--- config.mk ---
export PLATFORM = sky130hd
export DESIGN_NAME = ntt_pair_former
export DESIGN_NICKNAME = d
export VERILOG_FILES = /design/src/rtl/ntt_pair_former_pkg.sv /design/src/rtl/ntt_pair_former_dp_ram.sv /design/src/rtl/ntt_pair_former.sv
export SDC_FILE = /design/constraint.sdc
export NUM_CORES = 1
export LEC_CHECK = 0
export CORE_MARGIN = 2
export CORE_UTILIZATION = 43
export DETAILED_ROUTE_END_ITERATION = 6
export HOLD_SLACK_MARGIN = 0.06
export PLACE_DENSITY_LB_ADDON = 0.1
export SETUP_SLACK_MARGIN = 0.15
export SLEW_MARGIN = 40
export SYNTH_ARGS = -nofsm -noshare
export SYNTH_HDL_FRONTEND = slang
export SYNTH_SLANG_ARGS = --single-unit
--- constraint.sdc ---
create_clock -name clk -period 2.3 [get_ports clk]
set_clock_uncertainty 0.15 [all_clocks]
set_input_delay 0.23 -clock clk [delete_from_list [all_inputs] [get_ports clk]]
set_output_delay 0.23 -clock clk [all_outputs]
set_load 0.02 [all_outputs]
--- src/rtl/ntt_pair_former_pkg.sv ---
// Shared constants for the NTT pair former: coefficient widths per scheme and
// per-stage butterfly span selection.
package ntt_pair_former_pkg;

    localparam int unsigned KYBER_Q_BITS     = 12;
    localparam int unsigned DILITHIUM_Q_BITS = 23;
    localparam int unsigned NTT_STAGE_CNT    = 8;
    localparam int unsigned MAX_SPAN_LOG     = 7;

    // NTT stages shrink the span as they go, INTT stages grow it.
    function automatic int unsigned stage_span_log(input int unsigned stage, input logic inverse);
        return inverse ? stage : (NTT_STAGE_CNT - 1 - stage);
    endfunction

endpackage

--- src/rtl/ntt_pair_former_dp_ram.sv ---
// Simple dual-port RAM: one synchronous write port, one registered read port.
module dp_ram #(
    parameter int unsigned WIDTH = 12,
    parameter int unsigned SIZE  = 4
) (
    input  logic                                  clk,
    input  logic                                  rst,
    input  logic                                  we,
    input  logic [(SIZE > 1 ? $clog2(SIZE) : 1)-1:0] waddr,
    input  logic [WIDTH-1:0]                      wdata,
    input  logic                                  re,
    input  logic [(SIZE > 1 ? $clog2(SIZE) : 1)-1:0] raddr,
    output logic [WIDTH-1:0]                      rdata
);

    logic [WIDTH-1:0] mem_q [SIZE];
    logic [WIDTH-1:0] rdata_q;

    // Storage carries no reset; only the read register is cleared.
    always_ff @(posedge clk) begin
        if (we) begin
            mem_q[waddr] <= wdata;
        end
    end

    always_ff @(posedge clk) begin
        if (rst) begin
            rdata_q <= '0;
        end else if (re) begin
            rdata_q <= mem_q[raddr];
        end
    end

    assign rdata = rdata_q;

endmodule

--- src/rtl/ntt_pair_former.sv ---
// Streaming pair former: buffers the first D coefficients of each 2D block and
// emits (x[k], x[k+D]) pairs with the twiddle index k one cycle after x[k+D].
module ntt_pair_former
    import ntt_pair_former_pkg::*;
#(
    parameter int unsigned WIDTH    = KYBER_Q_BITS,
    parameter int unsigned SPAN_LOG = 0
) (
    input  logic                                   clk,
    input  logic                                   rst,
    input  logic                                   in_valid,
    input  logic [WIDTH-1:0]                       in_data,
    output logic                                   out_valid,
    output logic [WIDTH-1:0]                       out_a,
    output logic [WIDTH-1:0]                       out_b,
    output logic [(SPAN_LOG > 0 ? SPAN_LOG : 1)-1:0] out_idx,
    output logic                                   out_last
);

    localparam int unsigned D     = 1 << SPAN_LOG;
    localparam int unsigned CNT_W = SPAN_LOG + 1;
    localparam int unsigned IDX_W = (SPAN_LOG > 0) ? SPAN_LOG : 1;

    if (SPAN_LOG > MAX_SPAN_LOG) begin : g_bad_span
        $error("ntt_pair_former: SPAN_LOG out of range");
    end

    logic [CNT_W-1:0] cnt_q, cnt_d;
    logic [IDX_W-1:0] slot;
    logic             pair_phase;
    logic             fill_acc;
    logic             pair_acc;

    logic             valid_q;
    logic [WIDTH-1:0] b_q;
    logic [IDX_W-1:0] idx_q;
    logic             last_q;
    logic [WIDTH-1:0] a_rd;

    assign pair_phase = cnt_q[CNT_W-1];
    assign fill_acc   = in_valid && !rst && !pair_phase;
    assign pair_acc   = in_valid && pair_phase;

    // Counter wraps naturally at 2D because CNT_W = SPAN_LOG+1.
    always_comb begin
        cnt_d = cnt_q;
        if (in_valid) begin
            cnt_d = cnt_q + CNT_W'(1);
        end
    end

    always_ff @(posedge clk) begin
        if (rst) begin
            cnt_q <= '0;
        end else begin
            cnt_q <= cnt_d;
        end
    end

    if (SPAN_LOG == 0) begin : g_reg_buf
        logic [WIDTH-1:0] buf_q;
        logic [WIDTH-1:0] a_q;

        assign slot = '0;

        always_ff @(posedge clk) begin
            if (fill_acc) begin
                buf_q <= in_data;
            end
        end

        always_ff @(posedge clk) begin
            if (rst) begin
                a_q <= '0;
            end else if (pair_acc) begin
                a_q <= buf_q;
            end
        end

        assign a_rd = a_q;
    end else begin : g_ram_buf
        assign slot = IDX_W'(cnt_q);

        dp_ram #(
            .WIDTH (WIDTH),
            .SIZE  (D)
        ) u_buf (
            .clk   (clk),
            .rst   (rst),
            .we    (fill_acc),
            .waddr (slot),
            .wdata (in_data),
            .re    (pair_acc),
            .raddr (slot),
            .rdata (a_rd)
        );
    end

    // Live operand and pair metadata, aligned with the registered buffer read.
    always_ff @(posedge clk) begin
        if (rst) begin
            valid_q <= 1'b0;
            b_q     <= '0;
            idx_q   <= '0;
            last_q  <= 1'b0;
        end else begin
            valid_q <= pair_acc;
            if (pair_acc) begin
                b_q    <= in_data;
                idx_q  <= slot;
                last_q <= (slot == IDX_W'(D - 1));
            end
        end
    end

    assign out_valid = valid_q;
    assign out_a     = a_rd;
    assign out_b     = b_q;
    assign out_idx   = idx_q;
    assign out_last  = last_q;

endmodule

==> Word-level counts from Yosys, hierarchy flattened <==
Index checks and enable logic that the tools add are counted.
W data, S select, Z words.
{ "op_classes": {"addsub": 1, "n_reduce_logical": 5} }
{ "ops": {"columns": ["cell", "count"], "rows": [
  ["$logic_and A1 B1 Y1", 3],
  ["$logic_not A1 Y1", 2],
  ["$add A1 B1 Y1 const B", 1]
]} }
{ "totals": {"in_bits": 15, "reg_bits": 39, "out_inout_bits": 27, "wordCells": 12} }

==> Logic depth before layout (Yosys ltp) <==
{ "logic_depth": {"word_depth": 3, "ltp_mapped": 4, "depth_no_buf": 2} }

==> Worst setup path after synthesis <==
Ideal clock, no wire load.
{ "synth_timing": {"path_type": "register to register", "start": "register cnt_q", "end": "register g_reg_buf.buf_q[0] (enable)", "setup_slack_ns": 0.178, "arrival_time_ns": 1.572, "setup_time_ns": 0.399, "stages_incl_launch_ff": 4, "path_buffers": 2, "cell_sequence": "dfxtp_1 buf_4 buf_2 nor3b_1"} }
{ "synth_via": {"elab_chain_cells": 2} }
{ "synth_lines": {"columns": ["item", "line_no", "source"], "rows": [
  ["start: declaration", "ntt_pair_former.sv:28", "logic [CNT_W-1:0] cnt_q, cnt_d;"],
  ["start signal: assignment", "ntt_pair_former.sv:56", "cnt_q <= cnt_d;"],
  ["$logic_not A1 Y1", "ntt_pair_former.sv:41", "assign fill_acc = in_valid && !rst && !pair_phase;"],
  ["$logic_and A1 B1 Y1", "ntt_pair_former.sv:41", null],
  ["via fill_acc", "ntt_pair_former.sv:31", "logic fill_acc;"],
  ["end signal: assignment", "ntt_pair_former.sv:68", "buf_q <= in_data;"],
  ["end: declaration", "ntt_pair_former.sv:61", "logic [WIDTH-1:0] buf_q;"]
]} }
The timed path passes the listed nets, and every way through them passes these cells.
A chain may end at the register's enable or synchronous reset.

==> Final worst setup path <==
{ "layout_timing": {"start": "register b_q[10], in the netlist out_b[10]", "end": "output out_b[10]"} }
{ "layout_lines": {"columns": ["item", "line_no", "source"], "rows": [
  ["start: declaration", "ntt_pair_former.sv:35", "logic [WIDTH-1:0] b_q;"],
  ["start signal: assignment", "ntt_pair_former.sv:109", "b_q <= in_data;"],
  ["end: declaration", "ntt_pair_former.sv:15", "output logic [WIDTH-1:0] out_b,"]
]} }
No word-level cell between the ends.

==> impl_metrics.json <==
{
  "grt_pass1_vias": 1057,
  "gp_congestion": 0.658,
  "wl_met1_um": 1350,
  "maxCapViolations": 0,
  "first_iter_violations": 77,
  "layout-drive-gt1-share_pct": 22.2,
  "path_clk_slew_ns": 0.07,
  "htree_levels": 2,
  "cp.arrival_ns": 1.26,
  "pre_cts_slack_ns": 0.751,
  "hpwl_um": 1940,
  "clkLatencyLatePin_ns": 0.28,
  "antenna_found_initial": 0,
  "fill_cells": 328,
  "dpl_cell_area_mm2": 0.00200,
  "critPathTopFamily": "buffers and inverters",
  "cts_max_path_buffers": 2,
  "cts_made_buffers": 5,
  "path_max_fanout": 2,
  "die_area_mm2": 0.00431,
  "fmax_mhz": 612,
  "path_cells": "clkdlybuf4s50_1",
  "ys_warn_count": 0,
  "core_mm2": 0.00366,
  "firstDrtPassIters": 4,
  "cts_tree": "yes",
  "holdWs_ns": 0.211,
  "cp_num_buf_inv": 1,
  "fin_crit_ns": 1.64,
  "routed_wl_um": 3020,
  "nNetsFinal": 185,
  "drc": 0,
  "grt_max_degree": 36,
  "ys_types": 15,
  "fin_crit_sh_pct": 71.1,
  "p_leak_uw": 0.000710,
  "cp-end-kind": "output port",
  "ys_seq_area_share_pct": 55.1,
  "start_kind": "register",
  "wl_met2_um": 1480,
  "port_buffers": 40,
  "syn_avg_cell_area_um2": 12.1,
  "rsz0062_at_grt": "no",
  "routed.top_layer": "met4",
  "power.density_mw_per_mm2": 717,
  "fp-row-count": 22,
  "cp.required_ns": 1.92,
  "grt_pass1_wl_um": 5000,
  "syn_area_mm2": 0.00164,
  "critPathSlowestCell": "clkdlybuf4s50_1",
  "hp-class": "in -> reg",
  "hold_buffers": 0,
  "die_h_um": 65.7,
  "fin_cells": 219,
  "start_util_pct": 44.7,
  "dieWidth_um": 65.7,
  "vias_per_cell": 4.97,
  "finalSetupViolations": 0,
  "grt.overflow.total": 0,
  "syn_inst": 135,
  "syn_nets": 150,
  "outcome": "finished clean",
  "vdd_drop_max_uv": 416,
  "crit_type": "reg -> out",
  "post_cts_buffers": 0,
  "grt_use_total_pct": 15.7,
  "synth_seq_cells": 39,
  "tns_ns": 0,
  "final_hold_viol_count": 0,
  "area_growth_pct": 28.6,
  "cts_resized": 0,
  "wl_met3_um": 151,
  "maxSlewViolCount": 0,
  "cts.sinks": 39,
  "tightest_slew_ns": 0.588,
  "post_drt_wl_per_cell_um": 13.8,
  "postLayoutCellArea_mm2": 0.00210,
  "setup_ws_ns": 0.665,
  "via_count": 1088,
  "clock-root-buffer": "clkbuf_8",
  "antenna_cells": 0,
  "critPathMaxStageDelay_ns": 0.62,
  "ant_nets": 0,
  "dp_cells": 211,
  "slew_headroom_pct": 60.8,
  "io_pins": 42
}
==> area by class of cell <==
type | instances | area (um^2) | share of cell area (%)
Tap cell | 48 | 60.1 | 2.86
Sequential cell | 39 | 902 | 42.9
Timing Repair Buffer | 44 | 425 | 20.2
Clock buffer | 5 | 68.8 | 3.27
Clock inverter | 3 | 38.8 | 1.84
Multi-Input combinational cell | 80 | 608 | 28.9
==> cells by family (layout without fill, tap and decap cells) <==
logic type      count (synthesis)  count (layout)  share of synthesized area (%)
compound gates                 49              49                           27.4
flops                          39              39                           55.1
simple gates                   29              29                           8.72
buf+inv                        16              52                           8.03
other cells                     1               1                          0.229
xor+xnor                        1               1                          0.536
==> sequential cells by signal (all words and copies together) (netlist names) <==
name             count
cnt_q                1
out_valid            1
out_b               12
out_last             1
out_a               12
g_reg_buf.buf_q     12
==> per-stage QoR <==
step | util [%] | total power (uW)
3_5_place_dp | 54.5 | 980
6_report | 57.5 | 1510
4_1_cts | 57.5 | 1520
2_1_floorplan | - | 914
3_3_place_gp | 54.5 | 977
5_1_grt | 57.5 | 1580
==> cells in the mapped netlist, drive strengths merged <==
cell type,count,area share [%]
xnor2,1,0.54
nor3b,1,0.46
buf,16,8.0
dfxtp,27,33
nor2,3,0.69
nand2,1,0.23
a21bo,24,15
nand3,24,7.3
conb,1,0.23
edfxtp,12,22
a21oi,25,13
==> power breakdown <==
group          switching (uW)  total, uW  internal (uW)  leakage (uW)
Clock                     227        544            317     0.0000556
Sequential               28.4        771            742      0.000331
Combinational            99.9        193           92.6      0.000323
==> path summary, 6_finish.rpt <==
path	from	cells after the start	slack, ns	end
min	in_valid	3	0.21	out_b[11]$_SDFFE_PP0P_
min reg2reg	out_last$_SDFFE_PP0P_	2	0.32	out_last$_SDFFE_PP0P_
max	out_b[10]$_SDFFE_PP0P_	1	0.66	out_b[10]
max reg2reg	cnt_q$_SDFFE_PP0P_	3	0.74	out_b[5]$_SDFFE_PP0P_
==> layout by cell type (no fill, tap or decap) <==
cell | Yosys | routed
a21bo_2 | 2 | 2
edfxtp_1 | 12 | 12
dfxtp_2 | 0 | 1
a21oi_1 | 3 | 3
nand3_1 | 24 | 24
clkdlybuf4s50_1 | 0 | 39
dfxtp_1 | 27 | 26
clkinv_2 | 0 | 1
buf_4 | 3 | 4
bufinv_16 | 0 | 1
conb_1 | 1 | 1
nor2_1 | 3 | 3
clkinv_1 | 0 | 1
nor3b_2 | 0 | 1
a21oi_2 | 22 | 22
xnor2_1 | 1 | 1
nand2_1 | 1 | 1
clkbuf_8 | 0 | 5
a21bo_1 | 22 | 22
buf_2 | 6 | 1
==> per-layer routing <==
metal / global-route usage (%) / vias up
li1: - / 548
met1: 19.9 / 508
met2: 24.0 / 28
met3: 6.51 / 4
met4: 5.47 / 0
met5: 0 / -
Power figures use the tool's default switching activity.
